$ cat src/rtl/lsu_dmem_master.sv
// lsu_dmem_master
//   Load/store initiator between an RV32I core and a byte-addressed data
//   memory. It takes one request at a time and turns it into one or two
//   aligned word beats with per-byte write enables. Load data comes back
//   sign- or zero-extended.
//
//   The memory reads the aligned word at daddr combinationally. It writes
//   the enabled byte lanes on posedge clk.
//
// Parameters
//   SPLIT_EN   1: word-crossing accesses are split into two beats
//              0: word-crossing accesses respond with resp_err, no beat
//
// Ports
//   clk, rst        clock, asynchronous active-high reset
//   req_valid/ready request handshake (ready only while idle)
//   req_store       1 = store, 0 = load
//   req_funct3      RV32I funct3 (LB/LH/LW/LBU/LHU, SB/SH/SW)
//   req_addr        byte address
//   req_wdata       right-justified store data
//   resp_valid      one-cycle response pulse
//   resp_rdata      extended load data, 0 for stores and errors (held)
//   resp_err        illegal funct3 or unsupported misalignment (held)
//   daddr           word-aligned memory address
//   dwdata          lane-aligned write data
//   we              per-byte write enables
//   drdata          memory read data
module lsu_dmem_master #(
  parameter bit SPLIT_EN = 1'b1
) (
  input  logic        clk,
  input  logic        rst,
  input  logic        req_valid,
  output logic        req_ready,
  input  logic        req_store,
  input  logic [2:0]  req_funct3,
  input  logic [31:0] req_addr,
  input  logic [31:0] req_wdata,
  output logic        resp_valid,
  output logic [31:0] resp_rdata,
  output logic        resp_err,
  output logic [31:0] daddr,
  output logic [31:0] dwdata,
  output logic [3:0]  we,
  input  logic [31:0] drdata
);

  localparam logic [1:0] IDLE = 2'd0;
  localparam logic [1:0] ACC0 = 2'd1;
  localparam logic [1:0] ACC1 = 2'd2;
  localparam logic [1:0] RESP = 2'd3;

  logic [1:0]  state;
  logic        r_store;
  logic [2:0]  r_f3;
  logic [31:0] r_addr;
  logic [31:0] r_wdata;
  logic [31:0] lo;
  logic [31:0] hi;

  // Access size in bytes, taken from funct3[1:0]. The unsigned variants
  // share the low two bits with their signed counterparts.
  function automatic logic [2:0] size_bytes(input logic [1:0] f3lo);
    case (f3lo)
      2'd0:    size_bytes = 3'd1;
      2'd1:    size_bytes = 3'd2;
      default: size_bytes = 3'd4;
    endcase
  endfunction

  function automatic logic crosses(input logic [1:0] off, input logic [1:0] f3lo);
    crosses = ({1'b0, off} + size_bytes(f3lo)) > 3'd4;
  endfunction

  logic req_illegal;
  logic req_err;
  logic r_cross;

  assign req_illegal = req_store ? (req_funct3 >= 3'd3)
                                 : (req_funct3 == 3'd3 || req_funct3 == 3'd6 ||
                                    req_funct3 == 3'd7);
  assign req_err     = req_illegal | (crosses(req_addr[1:0], req_funct3[1:0]) & ~SPLIT_EN);
  assign r_cross     = crosses(r_addr[1:0], r_f3[1:0]);

  assign req_ready  = (state == IDLE);
  assign resp_valid = (state == RESP);

  // Byte mask and lane-aligned data across a 64-bit window. The low half
  // belongs to the first beat and the high half to the second.
  logic [3:0]  size_mask;
  logic [31:0] wmask32;
  logic [7:0]  m8;
  logic [63:0] d64;

  always_comb begin
    size_mask = 4'b1111;
    case (r_f3[1:0])
      2'd0:    size_mask = 4'b0001;
      2'd1:    size_mask = 4'b0011;
      default: size_mask = 4'b1111;
    endcase
  end

  assign wmask32 = {{8{size_mask[3]}}, {8{size_mask[2]}},
                    {8{size_mask[1]}}, {8{size_mask[0]}}};
  assign m8      = {4'b0000, size_mask} << r_addr[1:0];
  assign d64     = {32'b0, r_wdata & wmask32} << {r_addr[1:0], 3'b000};

  // Memory-side drive is decoded purely from the registered state. IDLE
  // and RESP therefore present all zeros, so nothing is written outside
  // a beat. A reset also drops we immediately.
  always_comb begin
    daddr  = '0;
    we     = '0;
    dwdata = '0;
    case (state)
      ACC0: begin
        daddr  = {r_addr[31:2], 2'b00};
        we     = r_store ? m8[3:0] : 4'b0000;
        dwdata = d64[31:0];
      end
      ACC1: begin
        daddr  = {r_addr[31:2], 2'b00} + 32'd4;
        we     = r_store ? m8[7:4] : 4'b0000;
        dwdata = d64[63:32];
      end
      default: ;
    endcase
  end

  // Load result assembly works on {hi,lo} with the current beat forwarded
  // from drdata. This lets the response register fill on the same edge
  // that ends the last beat. For a non-crossing access the shifted window
  // never reaches the upper word, so its contents do not matter there.
  logic [63:0] word64;
  logic [31:0] raw;
  logic [31:0] load_ext;

  assign word64 = (state == ACC1) ? {drdata, lo} : {hi, drdata};
  assign raw    = 32'(word64 >> {r_addr[1:0], 3'b000});

  always_comb begin
    load_ext = raw;
    case (r_f3)
      3'd0:    load_ext = {{24{raw[7]}}, raw[7:0]};
      3'd1:    load_ext = {{16{raw[15]}}, raw[15:0]};
      3'd4:    load_ext = {24'b0, raw[7:0]};
      3'd5:    load_ext = {16'b0, raw[15:0]};
      default: load_ext = raw;
    endcase
  end

  // Request capture, beat sequencing and response registers. The response
  // fields only change on entry to RESP, so they hold until the next
  // response. A split store cut off by reset keeps its first beat.
  always_ff @(posedge clk or posedge rst) begin
    if (rst) begin
      state      <= IDLE;
      r_store    <= 1'b0;
      r_f3       <= '0;
      r_addr     <= '0;
      r_wdata    <= '0;
      lo         <= '0;
      hi         <= '0;
      resp_rdata <= '0;
      resp_err   <= 1'b0;
    end else begin
      case (state)
        IDLE: begin
          if (req_valid) begin
            r_store <= req_store;
            r_f3    <= req_funct3;
            r_addr  <= req_addr;
            r_wdata <= req_wdata;
            if (req_err) begin
              resp_err   <= 1'b1;
              resp_rdata <= '0;
              state      <= RESP;
            end else begin
              state <= ACC0;
            end
          end
        end
        ACC0: begin
          lo <= drdata;
          if (SPLIT_EN && r_cross) begin
            state <= ACC1;
          end else begin
            resp_err   <= 1'b0;
            resp_rdata <= r_store ? 32'd0 : load_ext;
            state      <= RESP;
          end
        end
        ACC1: begin
          hi         <= drdata;
          resp_err   <= 1'b0;
          resp_rdata <= r_store ? 32'd0 : load_ext;
          state      <= RESP;
        end
        default: begin
          state <= IDLE;
        end
      endcase
    end
  end

endmodule

$ cat config.mk
export PLATFORM = sky130hd
export DESIGN_NAME = lsu_dmem_master
export DESIGN_NICKNAME = d
export VERILOG_FILES = /design/src/rtl/lsu_dmem_master.sv
export SDC_FILE = /design/constraint.sdc
export NUM_CORES = 1
export LEC_CHECK = 0
export CAP_MARGIN = 40
export CORE_ASPECT_RATIO = 1.25
export CORE_UTILIZATION = 25
export CTS_CLUSTER_SIZE = 10
export DETAILED_ROUTE_END_ITERATION = 12
export SYNTH_ARGS = -nofsm -noshare
export SYNTH_HDL_FRONTEND = slang
export SYNTH_SLANG_ARGS = --single-unit
$ cat constraint.sdc
create_clock -name clk -period 7.7 [get_ports clk]
set_clock_uncertainty 0.2 [all_clocks]
set_input_delay 1.925 -clock clk [delete_from_list [all_inputs] [get_ports clk]]
set_output_delay 1.925 -clock clk [all_outputs]
set_load 0.02 [all_outputs]
==> key figures <==
Outcome
  – Run status: finished, final reports clean

Clock tree
  – Hold Buf Count CTS: 0
  – Clock tree buffer depth: 2
  – CTS H-Tree Depth: 4
  – Total CTS buffers: 17
  – Root buffer selected by CTS: clkbuf_16
  – Clock Sinks: 159
  – TritonCTS clock tree: built
  – Clk Latency, worst-skew pair: 0.44 ns
  – Cts repair resizes: 0
  – Clk slew on worst S/H paths: 0.08 ns
  – Setup repair bufs after CTS: 0

Power
  – Comb power frac: 0.551
  – Leakage: 4.88 nW
  – Clock power share: 0.157
  – Switching fraction of total power: 0.435
  – P_int: 3.24 mW
  – Power per Cell Area: 449 mW/mm^2
  – Switching power: 2.50 mW
  – VDD IR max: 213 uV
  – Sequential share of power: 0.291

Placement
  – Dpl hpwl: 21700 um
  – Final GP Congestion: 0.806
  – Count of port buffers added during placement: 203
  – Dpl ws: 2.32 ns
  – Placed Instance Area: 0.0122 mm^2

Detailed routing
  – Iter 0 DRT Violations: 523
  – Vias after detailed routing: 8073
  – Residual DRC: 0
  – Routed wire length: 30600 um
  – Final ANT Viol Nets: 0
  – Wire per inst: 19.2 um
  – DR pass1 iterations: 5
  – DR vias/cell: 5.07

Synth
  – Post-synth EDFFs: 0
  – Seq/Total Area, Yosys: 0.412
  – Synth Register Bits: 159
  – Main flop type after synthesis: dfrtp_1
  – Syn. warnings: 0
  – Post-Synthesis Mean Instance Area: 10.5 um^2
  – Synth Instances: 918
  – Fraction of registers with async set/reset: 1.00
  – Synth cell types: 57
  – Synth Cell Area: 0.00966 mm^2

STA
  – Pins Over Slew Limit: 0
  – Period minus WS final: 5.88 ns
  – Final period util: 0.764
  – Actual slew at the worst max-slew pin: 0.906 ns
  – Final setup TNS: 0 ns
  – Final WS setup: 1.82 ns
  – RSZ-0062 raised after global routing: no
  – Setup violators final: 0
  – F_max: 170 MHz
  – Final hold vios: 0
  – Slew margin rel.: 0.396

Worst setup path
  – Crit path kind: register to output port
  – Critical path required time: 5.58 ns
  – CP Launch Type: register
  – Crit end category: output port
  – Path depth of the worst reg2reg path: 9
  – CP Max Fanout: 34
  – Critical-path top delay cell: ha_1
  – Worst flop-to-flop path endpoint: resp_rdata[7]
  – Largest stage delay on the critical path: 0.90 ns
  – RR Startpoint: r_addr[0]
  – CP startpoint: state[0]
  – R2R Setup Slk: 3.72 ns
  – Crit path arrival time: 3.76 ns
  – Critical path cell sequence: inv_1, ha_1, and2_1, nand2_1, a21oi_1, clkdlybuf4s50_1

Finish
  – Ant diodes: 0
  – Nets: 1199
  – Most common cell after layout, fill and taps aside: clkdlybuf4s50_1
  – Area grow syn2layout: 32.5%
  – Commonest non-fill, non-tap cells in the layout: clkdlybuf4s50_1, dfrtp_1, mux2_2
  – Layout cells sized above 1: 0.205
  – Final design instance area without fill: 0.0128 mm^2

Min path
  – Worst Min Path Start: resp_rdata[15]
  – Hold EP: resp_rdata[15]
  – Cells on Worst Hold Path: 2
  – HP Class: register to register

Floorplan
  – Starting density of the core: 0.253
  – Die height: 222 um
  – Std-Cell Rows: 80
  – Area of the placeable core: 0.0381 mm^2
  – Chip width: 178 um
  – Die area: 0.0394 mm^2
  – # IOs: 206

Global routing
  – GR Overflow Total: 0
  – Global-route wire length before repair: 47500 um
  – Pin count of the biggest net entering global routing: 88
  – Antenna violations before repair: 0
  – Total track usage: 0.158
  – Vias in the first global route: 8152

Run
  – Max-cap viol count: 0
-- cells in the mapped netlist (all sizes together), types with 7 or more instances --
| master | count | area, um^2 |
|---|---|---|
| nor2 | 32 | 120 |
| o21ai | 66 | 330 |
| nand2 | 87 | 327 |
| ha | 7 | 87.6 |
| inv | 8 | 30.0 |
| nand4 | 15 | 109 |
| mux4 | 14 | 315 |
| a22o | 9 | 78.8 |
| nor2b | 26 | 163 |
| mux2i | 68 | 681 |
| dfrtp | 159 | 3980 |
| nand3 | 17 | 85.1 |
| buf | 42 | 208 |
| o31ai | 8 | 65.1 |
| mux2 | 146 | 1640 |
| nor3 | 8 | 51.3 |
| nand2b | 7 | 43.8 |
| o22ai | 24 | 150 |
| and2 | 14 | 87.6 |
| o2bb2ai | 8 | 70.1 |
| a31oi | 13 | 81.3 |
| a21oi | 30 | 150 |
| a221oi | 7 | 61.3 |
| clkbuf | 27 | 101 |
| a211oi | 9 | 67.6 |
| o211ai | 10 | 75.1 |
| nor3b | 8 | 60.1 |
| a22oi | 18 | 135 |
-- power groups by stage --
stage | Combinational (mW) | Clock [mW] | Sequential (mW)
2_1_floorplan | 2.28 | 0 | 1.51
3_3_place_gp | 3.08 | 0 | 1.66
3_5_place_dp | 3.17 | 0 | 1.68
4_1_cts | 3.18 | 0.932 | 1.66
5_1_grt | 3.43 | 0.974 | 1.73
6_report | 3.16 | 0.904 | 1.67
-- state kept, by name (all words and copies together), names as in the netlist --
signal      cells
resp_err        1
hi             24
r_store         1
resp_rdata     32
r_addr         32
lo             32
r_wdata        32
r_f3            3
state           2
-- worst max-delay path by stage --
stage,to,slack [ns],cells after the start
final,we[3],1.82,6
after global routing,we[3],1.52,6
after CTS,we[3],1.81,6
after detailed placement,dwdata[1],2.32,6
after global placement,daddr[25],2.00,6
after floorplan,hi[0],1.28,1
-- layer usage --
| layer | global-route usage | part of all wire | up-vias |
|---|---|---|---|
| met5 | 0 | 0 | - |
| met4 | 0.0593 | 0.024 | 0 |
| met1 | 0.199 | 0.43 | 4028 |
| met2 | 0.269 | 0.50 | 244 |
| li1 | - | - | 3764 |
| met3 | 0.0274 | 0.044 | 37 |
-- cells by family after synthesis --
group / Yosys count / share of synthesized area
simple gates: 233 / 0.127
mux: 228 / 0.273
compound gates: 209 / 0.139
flops: 159 / 0.412
buf+inv: 78 / 0.0355
fa+ha+maj: 8 / 0.0111
xor+xnor: 2 / 0.00181
other cells: 1 / 0.000388
-- stage by stage --
step / std cells / hold slack, ns / power, mW / util
5_1_grt: 1593 / 0.301 / 6.14 / 0.335
3_3_place_gp: 1555 / 0.255 / 4.74 / 0.317
2_1_floorplan: 919 / 0.275 / 3.79 / -
6_report: 1593 / 0.269 / 5.74 / 0.335
3_5_place_dp: 1561 / 0.261 / 4.85 / 0.319
4_1_cts: 1593 / 0.277 / 5.78 / 0.335
-- layout make-up --
type	instances	area, um^2
Clock buffer	18	439
Timing Repair Buffer	219	2200
Fill cell	3864	25300
Sequential cell	159	3980
Tap cell	492	616
Clock inverter	14	170
Inverter	9	38.8
Multi-Input combinational cell	682	5350
-- critical path, delay by kind of cell, from the launching register on --
kind	cells	cell delay [ns]
DFF	1	0.41
adders and majority gates	1	0.90
AOI/OAI and AO/OA	1	0.30
and+or+nand+nor	2	0.92
buffers and inverters	2	0.79
Power figures use the tool's default switching activity.
